`src/rtl/mac_pkg.sv`:
```
// Shared types and constants for the MAC operand sequencer and the MAC it drives.
package mac_pkg;

    typedef enum logic [2:0] {
        StIdle,
        StClr,
        StFeed,
        StDrain,
        StResult
    } state_e;

    // Keep in lockstep with the MAC pipeline depth.
    localparam int unsigned MAC_LAT_DEFAULT = 3;

    function automatic int unsigned res_width(input int unsigned data_width);
        return 3 * data_width;
    endfunction

endpackage

```
`src/rtl/mac_sequencer_if.sv`:
```
// Operand stream, MAC control and result port bundled for the MAC sequencer.
interface mac_sequencer_if #(
    parameter int unsigned DATA_WIDTH = 8
);
    import mac_pkg::*;

    localparam int unsigned RES_W = res_width(DATA_WIDTH);

    logic                  op_valid;
    logic                  op_ready;
    logic [DATA_WIDTH-1:0] a_data;
    logic [DATA_WIDTH-1:0] b_data;
    logic                  mac_en;
    logic                  mac_clr;
    logic [DATA_WIDTH-1:0] mac_a;
    logic [DATA_WIDTH-1:0] mac_b;
    logic [RES_W-1:0]      mac_cout;
    logic                  res_valid;
    logic                  res_ready;
    logic [RES_W-1:0]      res_data;

    modport master (
        input  op_valid, a_data, b_data, mac_cout, res_ready,
        output op_ready, mac_en, mac_clr, mac_a, mac_b, res_valid, res_data
    );

    modport slave (
        output op_valid, a_data, b_data, mac_cout, res_ready,
        input  op_ready, mac_en, mac_clr, mac_a, mac_b, res_valid, res_data
    );

endinterface

```
`src/rtl/mac_sequencer.sv`:
```
// Feeds VEC_LEN operand pairs into a MAC, waits out its latency and returns the dot product.
module mac_sequencer
    import mac_pkg::*;
#(
    parameter int unsigned DATA_WIDTH = 8,
    parameter int unsigned VEC_LEN    = 8,
    parameter int unsigned MAC_LAT    = MAC_LAT_DEFAULT
) (
    input  logic            clk,
    input  logic            rst_n,
    input  logic            start,
    output logic            busy,
    mac_sequencer_if.master bus
);

    localparam int unsigned RES_W = res_width(DATA_WIDTH);
    localparam int unsigned CNT_W = $clog2(VEC_LEN + 1);
    localparam int unsigned DRN_W = $clog2(MAC_LAT + 2);

    localparam logic [CNT_W-1:0] LAST_PAIR = CNT_W'(VEC_LEN - 1);
    localparam logic [CNT_W-1:0] ALL_PAIRS = CNT_W'(VEC_LEN);
    localparam logic [DRN_W-1:0] DRAIN_END = DRN_W'(MAC_LAT);

    state_e                state_q, state_d;
    logic [CNT_W-1:0]      acc_cnt_q, acc_cnt_d;
    logic [DRN_W-1:0]      drn_cnt_q, drn_cnt_d;
    logic                  busy_q, busy_d;
    logic                  mac_en_q, mac_en_d;
    logic                  mac_clr_q, mac_clr_d;
    logic [DATA_WIDTH-1:0] mac_a_q, mac_a_d;
    logic [DATA_WIDTH-1:0] mac_b_q, mac_b_d;
    logic                  res_valid_q, res_valid_d;
    logic [RES_W-1:0]      res_data_q, res_data_d;
    logic                  op_ready;
    logic                  op_hs;

    assign op_ready = (state_q == StFeed) && (acc_cnt_q < ALL_PAIRS);
    assign op_hs    = op_ready & bus.op_valid;

    always_ff @(posedge clk or negedge rst_n) begin
        if (!rst_n) begin
            state_q     <= StIdle;
            acc_cnt_q   <= '0;
            drn_cnt_q   <= '0;
            busy_q      <= 1'b0;
            mac_en_q    <= 1'b0;
            mac_clr_q   <= 1'b0;
            mac_a_q     <= '0;
            mac_b_q     <= '0;
            res_valid_q <= 1'b0;
            res_data_q  <= '0;
        end else begin
            state_q     <= state_d;
            acc_cnt_q   <= acc_cnt_d;
            drn_cnt_q   <= drn_cnt_d;
            busy_q      <= busy_d;
            mac_en_q    <= mac_en_d;
            mac_clr_q   <= mac_clr_d;
            mac_a_q     <= mac_a_d;
            mac_b_q     <= mac_b_d;
            res_valid_q <= res_valid_d;
            res_data_q  <= res_data_d;
        end
    end

    always_comb begin
        state_d = state_q;
        unique case (state_q)
            StIdle:   if (start) state_d = StClr;
            StClr:    state_d = StFeed;
            StFeed:   if (op_hs && (acc_cnt_q == LAST_PAIR)) state_d = StDrain;
            StDrain:  if (drn_cnt_q == DRAIN_END) state_d = StResult;
            StResult: if (bus.res_ready) state_d = StIdle;
            default:  state_d = StIdle;
        endcase
    end

    // Next values of the registered outputs and counters.
    always_comb begin
        busy_d      = busy_q;
        mac_en_d    = 1'b0;
        mac_clr_d   = 1'b0;
        mac_a_d     = mac_a_q;
        mac_b_d     = mac_b_q;
        res_valid_d = res_valid_q;
        res_data_d  = res_data_q;
        acc_cnt_d   = acc_cnt_q;
        drn_cnt_d   = drn_cnt_q;
        unique case (state_q)
            StIdle: begin
                if (start) begin
                    busy_d    = 1'b1;
                    mac_clr_d = 1'b1;
                    acc_cnt_d = '0;
                    drn_cnt_d = '0;
                end
            end
            StClr: ;
            StFeed: begin
                if (op_hs) begin
                    mac_en_d  = 1'b1;
                    mac_a_d   = bus.a_data;
                    mac_b_d   = bus.b_data;
                    acc_cnt_d = acc_cnt_q + 1'b1;
                end
            end
            StDrain: begin
                // First drain cycle carries the last mac_en; capture MAC_LAT cycles later.
                if (drn_cnt_q == DRAIN_END) begin
                    res_valid_d = 1'b1;
                    res_data_d  = bus.mac_cout;
                end else begin
                    drn_cnt_d = drn_cnt_q + 1'b1;
                end
            end
            StResult: begin
                if (bus.res_ready) begin
                    res_valid_d = 1'b0;
                    busy_d      = 1'b0;
                end
            end
            default: ;
        endcase
    end

    assign busy          = busy_q;
    assign bus.op_ready  = op_ready;
    assign bus.mac_en    = mac_en_q;
    assign bus.mac_clr   = mac_clr_q;
    assign bus.mac_a     = mac_a_q;
    assign bus.mac_b     = mac_b_q;
    assign bus.res_valid = res_valid_q;
    assign bus.res_data  = res_data_q;

endmodule

```
`src/flat_wrapper.sv`:
```
// flat-port wrapper written by rule: the top's interface ports become plain ports
module mac_sequencer_flat import mac_pkg::*;
#(
    parameter int unsigned DATA_WIDTH = 8,
    parameter int unsigned VEC_LEN    = 8,
    parameter int unsigned MAC_LAT    = MAC_LAT_DEFAULT
)
  (clk, rst_n, start, busy, bus_op_valid, bus_a_data, bus_b_data, bus_mac_cout, bus_res_ready, bus_op_ready, bus_mac_en, bus_mac_clr, bus_mac_a, bus_mac_b, bus_res_valid, bus_res_data);
  mac_sequencer_if #(.DATA_WIDTH(DATA_WIDTH)) bus_i ();
  input  logic clk;
  input  logic rst_n;
  input  logic start;
  output logic busy;
  input wire logic [$bits(bus_i.op_valid)-1:0] bus_op_valid;
  input wire logic [$bits(bus_i.a_data)-1:0] bus_a_data;
  input wire logic [$bits(bus_i.b_data)-1:0] bus_b_data;
  input wire logic [$bits(bus_i.mac_cout)-1:0] bus_mac_cout;
  input wire logic [$bits(bus_i.res_ready)-1:0] bus_res_ready;
  output wire logic [$bits(bus_i.op_ready)-1:0] bus_op_ready;
  output wire logic [$bits(bus_i.mac_en)-1:0] bus_mac_en;
  output wire logic [$bits(bus_i.mac_clr)-1:0] bus_mac_clr;
  output wire logic [$bits(bus_i.mac_a)-1:0] bus_mac_a;
  output wire logic [$bits(bus_i.mac_b)-1:0] bus_mac_b;
  output wire logic [$bits(bus_i.res_valid)-1:0] bus_res_valid;
  output wire logic [$bits(bus_i.res_data)-1:0] bus_res_data;
  assign bus_i.op_valid = bus_op_valid;
  assign bus_i.a_data = bus_a_data;
  assign bus_i.b_data = bus_b_data;
  assign bus_i.mac_cout = bus_mac_cout;
  assign bus_i.res_ready = bus_res_ready;
  assign bus_op_ready = bus_i.op_ready;
  assign bus_mac_en = bus_i.mac_en;
  assign bus_mac_clr = bus_i.mac_clr;
  assign bus_mac_a = bus_i.mac_a;
  assign bus_mac_b = bus_i.mac_b;
  assign bus_res_valid = bus_i.res_valid;
  assign bus_res_data = bus_i.res_data;
  mac_sequencer #(.DATA_WIDTH(DATA_WIDTH), .VEC_LEN(VEC_LEN), .MAC_LAT(MAC_LAT)) u_core (.clk(clk), .rst_n(rst_n), .start(start), .busy(busy), .bus(bus_i));
endmodule
```
`config.mk`:
```
export PLATFORM = sky130hd
export DESIGN_NAME = mac_sequencer_flat
export DESIGN_NICKNAME = d
export VERILOG_FILES = /design/src/rtl/mac_pkg.sv /design/src/rtl/mac_sequencer_if.sv /design/src/rtl/mac_sequencer.sv /design/src/flat_wrapper.sv
export SDC_FILE = /design/constraint.sdc
export NUM_CORES = 1
export LEC_CHECK = 0
export CAP_MARGIN = 20
export CORE_ASPECT_RATIO = 0.5
export CORE_MARGIN = 2
export CORE_UTILIZATION = 45
export CTS_CLUSTER_DIAMETER = 80
export DETAILED_ROUTE_END_ITERATION = 10
export PLACE_DENSITY = 0.89
export RECOVER_POWER = 100
export SLEW_MARGIN = 0
export SYNTH_ARGS = -nofsm -noshare
export SYNTH_HDL_FRONTEND = slang
export SYNTH_SLANG_ARGS = --single-unit
```
`constraint.sdc`:
```
create_clock -name clk -period 2.91 [get_ports clk]
set_input_delay 0.582 -clock clk [delete_from_list [all_inputs] [get_ports clk]]
set_output_delay 0.582 -clock clk [all_outputs]
set_load 0.01 [all_outputs]
```
; ---- Yosys cells after proc, flatten, opt, wreduce, memory -nomap -nowiden
; Cells that the tools add are included.
[word_totals]
in_bits = 45
latch_bits = 0
rom_bits = 0
n_memories = 0
reg_bits = 54
out_inout_bits = 45
elab_cells = 60
ram_bits = 0
[op_classes]
order_cmp = 1
n_reduce_logical = 14
div_mod_pow = 0
add_sub_neg = 2
n_bitwise = 1
mul = 0
shift = 0
n_eq_ne = 12
n_mux = 20
[ops]
columns = op, count
row1 = $mux 3, 6
row2 = $pmux 3 s5, 1
row3 = $reduce_and 3->1, 4
row4 = $eq 3x2->1 const B, 3
row5 = $mux 4, 2
row6 = $ne 2x2->1 const B, 4
row7 = $pmux 4 s2, 1
row8 = $reduce_bool 2->1, 4
row9 = $mux 1, 7
row10 = $pmux 3 s2, 1
row11 = $add 4x1->4 const B, 1
row12 = $eq 4x3->1 const B, 1
row13 = $lt 4x4->1 const B, 1
row14 = $ne 2x1->1 const B, 2
row15 = $pmux 1 s2, 2
row16 = $reduce_and 2->1, 2
row17 = $reduce_and 4->1, 1
row18 = $add 3x1->3 const B, 1
row19 = $eq 3x1->1 const B, 1
row20 = $eq 3x3->1 const B, 1
row21 = $logic_not 3->1, 1
row22 = $logic_and 1x1->1, 2
row23 = $and 1x1->1, 1

; ---- Logic depth before layout (Yosys ltp)
[depth]
depth_word = 6
mapped_depth = 6
depth_no_buf = 5

; ---- Worst setup path after synthesis
; Ideal clock, no wire load.
[synth_timing]
kind = reg-to-reg
start = register u_core.drn_cnt_q[0]
end = register u_core.res_data_q[10] (netlist: u_core.bus.res_data[10])
t_arrival_ns = 1.557
setup_slack_ns = 1.228
path_stages_with_launch = 7
period_less_slack_ns = 1.682
n_path_buf = 1
path_cell_list = dfrtp_1 -> ha_1 -> ha_1 -> and3_1 -> nand2_2 -> buf_4 -> mux2_2
[synth_between]
elab_chain_len = 2
[synth_rtl]
columns = item, line_no
row1 = start: declaration, mac_sequencer.sv:26  ; logic [DRN_W-1:0] drn_cnt_q, drn_cnt_d;
row2 = start signal: assignment, mac_sequencer.sv:55  ; drn_cnt_q <= drn_cnt_d;
row3 = $eq 3x2->1, mac_sequencer.sv:109  ; if (drn_cnt_q == DRAIN_END) begin
row4 = $reduce_and 2->1 (no source line), -
row5 = end signal: assignment, mac_sequencer.sv:62  ; res_data_q <= res_data_d;
row6 = end: declaration, mac_sequencer.sv:33  ; logic [RES_W-1:0] res_data_q, res_data_d;
; Every way passes these cells.
; A chain may end at the register's enable or synchronous reset.

; ---- Worst setup path in the final report
[layout_timing]
start = register u_core.state_q[2]
end = output port bus_op_ready
[layout_between]
elab_chain_len = 2
[layout_rtl]
columns = item, line_no
row1 = start: declaration, mac_sequencer.sv:24  ; state_e state_q, state_d;
row2 = start signal: assignment, mac_sequencer.sv:42  ; state_q <= StIdle;
row3 = start signal: assignment, mac_sequencer.sv:53  ; state_q <= state_d;
row4 = $eq 3x2->1, mac_sequencer.sv:37  ; assign op_ready = (state_q == StFeed) && (acc_cnt_q < ALL_PAIRS);
row5 = $logic_and 1x1->1, mac_sequencer.sv:37
row6 = end: declaration, flat_wrapper.sv:19  ; output wire logic [$bits(bus_i.op_ready)-1:0] bus_op_ready;
; Every way passes these cells.

==> results.md <==
| Item | This run | Unit |
|---|---|---|
| Result of the run | finished, final reports clean | - |
| Die outline area | 5370 | um2 |
| Critical path buffer and inverter count | 1 | - |
| Area used by multi-input combinational logic | 721 | um2 |
| Number of fill cells in the layout | 327 | - |
| Routed wire length | 4350 | um |
| Leakage power total | 0.00138 | uW |
| Initial Util | 47.8 | % |
| Summed instance area of the synthesized netlist | 2140 | um2 |
| Via total after detailed routing | 1472 | - |
| PD cells | 969 | nW/um2 |
| Number of hold violations in the final report | 0 | - |
| Top achievable clock speed | 0.406 | GHz |
| Critical path launch point | u_core.state_q[2] | - |
| Final instance area | 3160 | um2 |
| Nets in the synthesized netlist | 194 | - |
| Post CTS Setup Buffer Count | 0 | - |
| Worst-case headroom to the max-slew limit | 28.9 | % |
| Yosys synthesis warning count | 0 | - |
| Area after detailed placement | 3090 | um2 |
| Critical path type | register to primary output | - |
| Number of clock sinks seen by CTS | 54 | - |
| Root buffer selected by CTS | clkbuf_8 | - |
| Number of synthesized register bits | 54 | - |
| Area inside the core boundary | 4490 | um2 |
| Cells resized by post-CTS repair | 0 | - |
| Number of I/O port buffers | 89 | - |
| Slowest CP cell | dlygate4sd3_1 | - |
| Setup TNS | 0 | ps |
| Crit-path cells | nor4b_1, dlygate4sd3_1 | - |
| Diode count | 0 | - |
| Fraction of the cycle the final worst path needs | 84.6 | % |
| Layout cell share with drive strength beyond 1 | 20.6 | % |
| Post-CTS Hold Fix Bufs | 0 | - |
| # H-tree levels | 2 | - |
| Max-slew violations | 0 | - |
| # nets final | 285 | - |
| Total overflow reported by the global router | 0 | - |
| Detailed-route vias per instance | 4.84 | - |
| Setup clock skew after layout | 9.46 | ps |
| Startpoint type of the worst setup path | register | - |
| Kind of capture point of the worst setup path | primary output | - |
| Num ports | 90 | - |
| Area taken by flip-flops and latches | 1350 | um2 |
| Antenna Nets Post-Route | 0 | - |
| Family with the most delay on the worst path | buffers and inverters | - |
| First-pass GRT wire length | 7080 | um |
| Initial antenna violation count | 0 | - |
| Fraction of the yosys area taken by sequential cells | 63.0 | % |
| Via count of the first global-routing pass | 1560 | - |
| DR pass1 iterations | 4 | - |
| Maximum Capacitance Violations | 0 | - |
| Clock buffers created by TritonCTS | 5 | - |
| Sum of net half-perimeters after detailed placement | 3280 | um |
| Worst EP arrival | 1880 | ps |
| Layout overhead on the synthesized area | 47.4 | % |
| Height of the chip | 52.8 | um |
| Delay contributed by the slowest stage of the critical path | 680 | ps |
| RSZ-0062 raised after global routing | false | - |
| Number of DRC markers after the initial detailed-route iteration | 39 | - |
| Clock insertion delay at the later pin of the skew report | 300 | ps |
| Post-CTS clock slew at the launch and capture registers of the worst setup and hold paths | 100 | ps |
| Die span in x | 102 | um |
| CTS Buffer Depth | 2 | - |
| Min Tclk post-route | 2460 | ps |
| Worst path required time | 2330 | ps |
| Crit Path Max Fanout | 8 | - |
| Maximum vdd ir drop | 0.427 | mV |
| Standard-cell row count | 17 | - |
| Yosys cell types | 27 | - |
| Min-Delay Path Class | primary input to async pin | - |
| Overall fraction of global-route tracks in use | 17.2 | % |
| Worst r2r src | u_core.drn_cnt_q[0] | - |
| Transition at the pin with the smallest max-transition slack | 1070 | ps |
| Maximum number of pins on one net before global-route repair | 45 | - |
| Average cell area after synthesis | 14.7 | um2 |
| Gp weighted congestion | 0.756 | - |
| Total of endpoints with negative setup slack in the final report | 0 | - |
| Clock tree from TritonCTS | yes | - |
| DRC viols | 0 | - |
| Post-Synthesis Cells | 146 | - |
| Avg WL per Cell | 14.3 | um |
==> Yosys cell counts (all sizes together) <==
| cell | count | area, um2 |
|---|---|---|
| dfrtp | 54 | 1350 |
| mux2 | 40 | 450 |
| inv | 7 | 26.3 |
| nand2 | 7 | 28.8 |
| buf | 6 | 35.0 |
| ha | 3 | 37.5 |
| nand3 | 3 | 15.0 |
| nor2 | 3 | 11.3 |
| o2bb2ai | 3 | 26.3 |
| mux2i | 2 | 20.0 |
| nand2b | 2 | 12.5 |
| nand3b | 2 | 15.0 |
| o21ai | 2 | 10.0 |
| a21oi | 1 | 5.00 |
| a221o | 1 | 10.0 |
| a22o | 1 | 8.76 |
| and2 | 1 | 8.76 |
| and3 | 1 | 6.26 |
| nand4bb | 1 | 11.3 |
| nor3 | 1 | 5.00 |
| nor4b | 1 | 15.0 |
| o211a | 1 | 10.0 |
| o41ai | 1 | 8.76 |
| or2 | 1 | 6.26 |
| or4b | 1 | 10.0 |
==> cell type report <==
cell class,instances,area share [%]
clock inverter,1,0.158
timing repair buffer,90,28.1
multi-input combinational,79,22.8
inverter,7,0.831
sequential,54,42.7
clock buffer,7,2.73
tap,66,2.61
==> worst register-to-register path, delay by kind of cell (launching register included) <==
| kind | cells | cell delay [ps] |
|---|---|---|
| AND/OR/NAND/NOR | 2 | 930 |
| multiplexers | 1 | 420 |
| flip-flops | 1 | 410 |
| adder cells (fa/ha/maj) | 2 | 420 |
==> logic make-up (layout without fill, tap and decap cells) <==
kind of cell	count (synthesis)	after routing	share of synthesized area, %
buffers and inverters	13	105	2.86
muxes	42	42	21.9
and+or+nand+nor	24	24	6.77
AOI/OAI and AO/OA	10	10	3.68
adders and majority gates	3	3	1.75
DFF	54	54	63.0
==> per-stage QoR <==
step / setup slack [ps] / std cells / utilization (%) / hold WS, ps / total power, uW
after global placement: 768 / 296 / 68.7 / 458 / 2750
after global routing: 369 / 304 / 70.4 / 247 / 3270
after floorplan: 1230 / 146 / - / 286 / 2010
final: 449 / 304 / 70.4 / 229 / 3060
after detailed placement: 709 / 296 / 68.7 / 459 / 2820
after CTS: 587 / 304 / 70.8 / 128 / 3250
==> state kept, by name (all words and copies together), names as in the netlist <==
register and flops:
u_core.bus.mac_a 8, u_core.bus.res_valid 1, u_core.acc_cnt_q 4, u_core.busy 1, u_core.bus.mac_b 8, u_core.bus.mac_clr 1, u_core.bus.res_data 24, u_core.bus.mac_en 1
u_core.drn_cnt_q 3, u_core.state_q 3
==> placed cells by master (no fill, tap or decap), types with 2 or more instances in the layout <==
cell type	synthesis	final
nand3_1	3	3
o21ai_0	2	2
mux2i_1	2	2
nor2_1	3	3
clkbuf_8	0	6
mux2_2	40	40
nand2_1	6	7
nand3b_1	2	2
inv_1	7	7
o2bb2ai_1	3	3
dlygate4sd3_1	0	46
ha_1	3	3
clkbuf_1	0	2
clkdlybuf4s50_1	0	42
dfrtp_1	54	54
nand2b_1	2	2
==> power by group <==
part	total, uW	switching, uW	internal, uW
Combinational	1350	538	808
Sequential	1290	189	1100
Clock	427	235	193
Total	3060	963	2100
==> final timing paths <==
check	to	slack, ps	depth (start not counted)
worst min-delay path	u_core.bus.res_data[7]	230	1
max in group asynchronous	u_core.bus.mac_b[5]	1250	2
min in group clk	u_core.drn_cnt_q[2]	490	1
worst max-delay path	bus_op_ready	450	2
worst min register to register	u_core.drn_cnt_q[2]	490	1
worst max register to register	u_core.bus.res_data[20]	620	5
==> metal layers <==
layer	vias up	routed length [um]	track usage (%)
li1	691	-	-
met1	740	1840	19.9
met2	35	2260	31.7
met3	6	199	4.80
met4	0	53	4.73
met5	-	0	0
No activity file was read; power rests on OpenSTA's default activity.
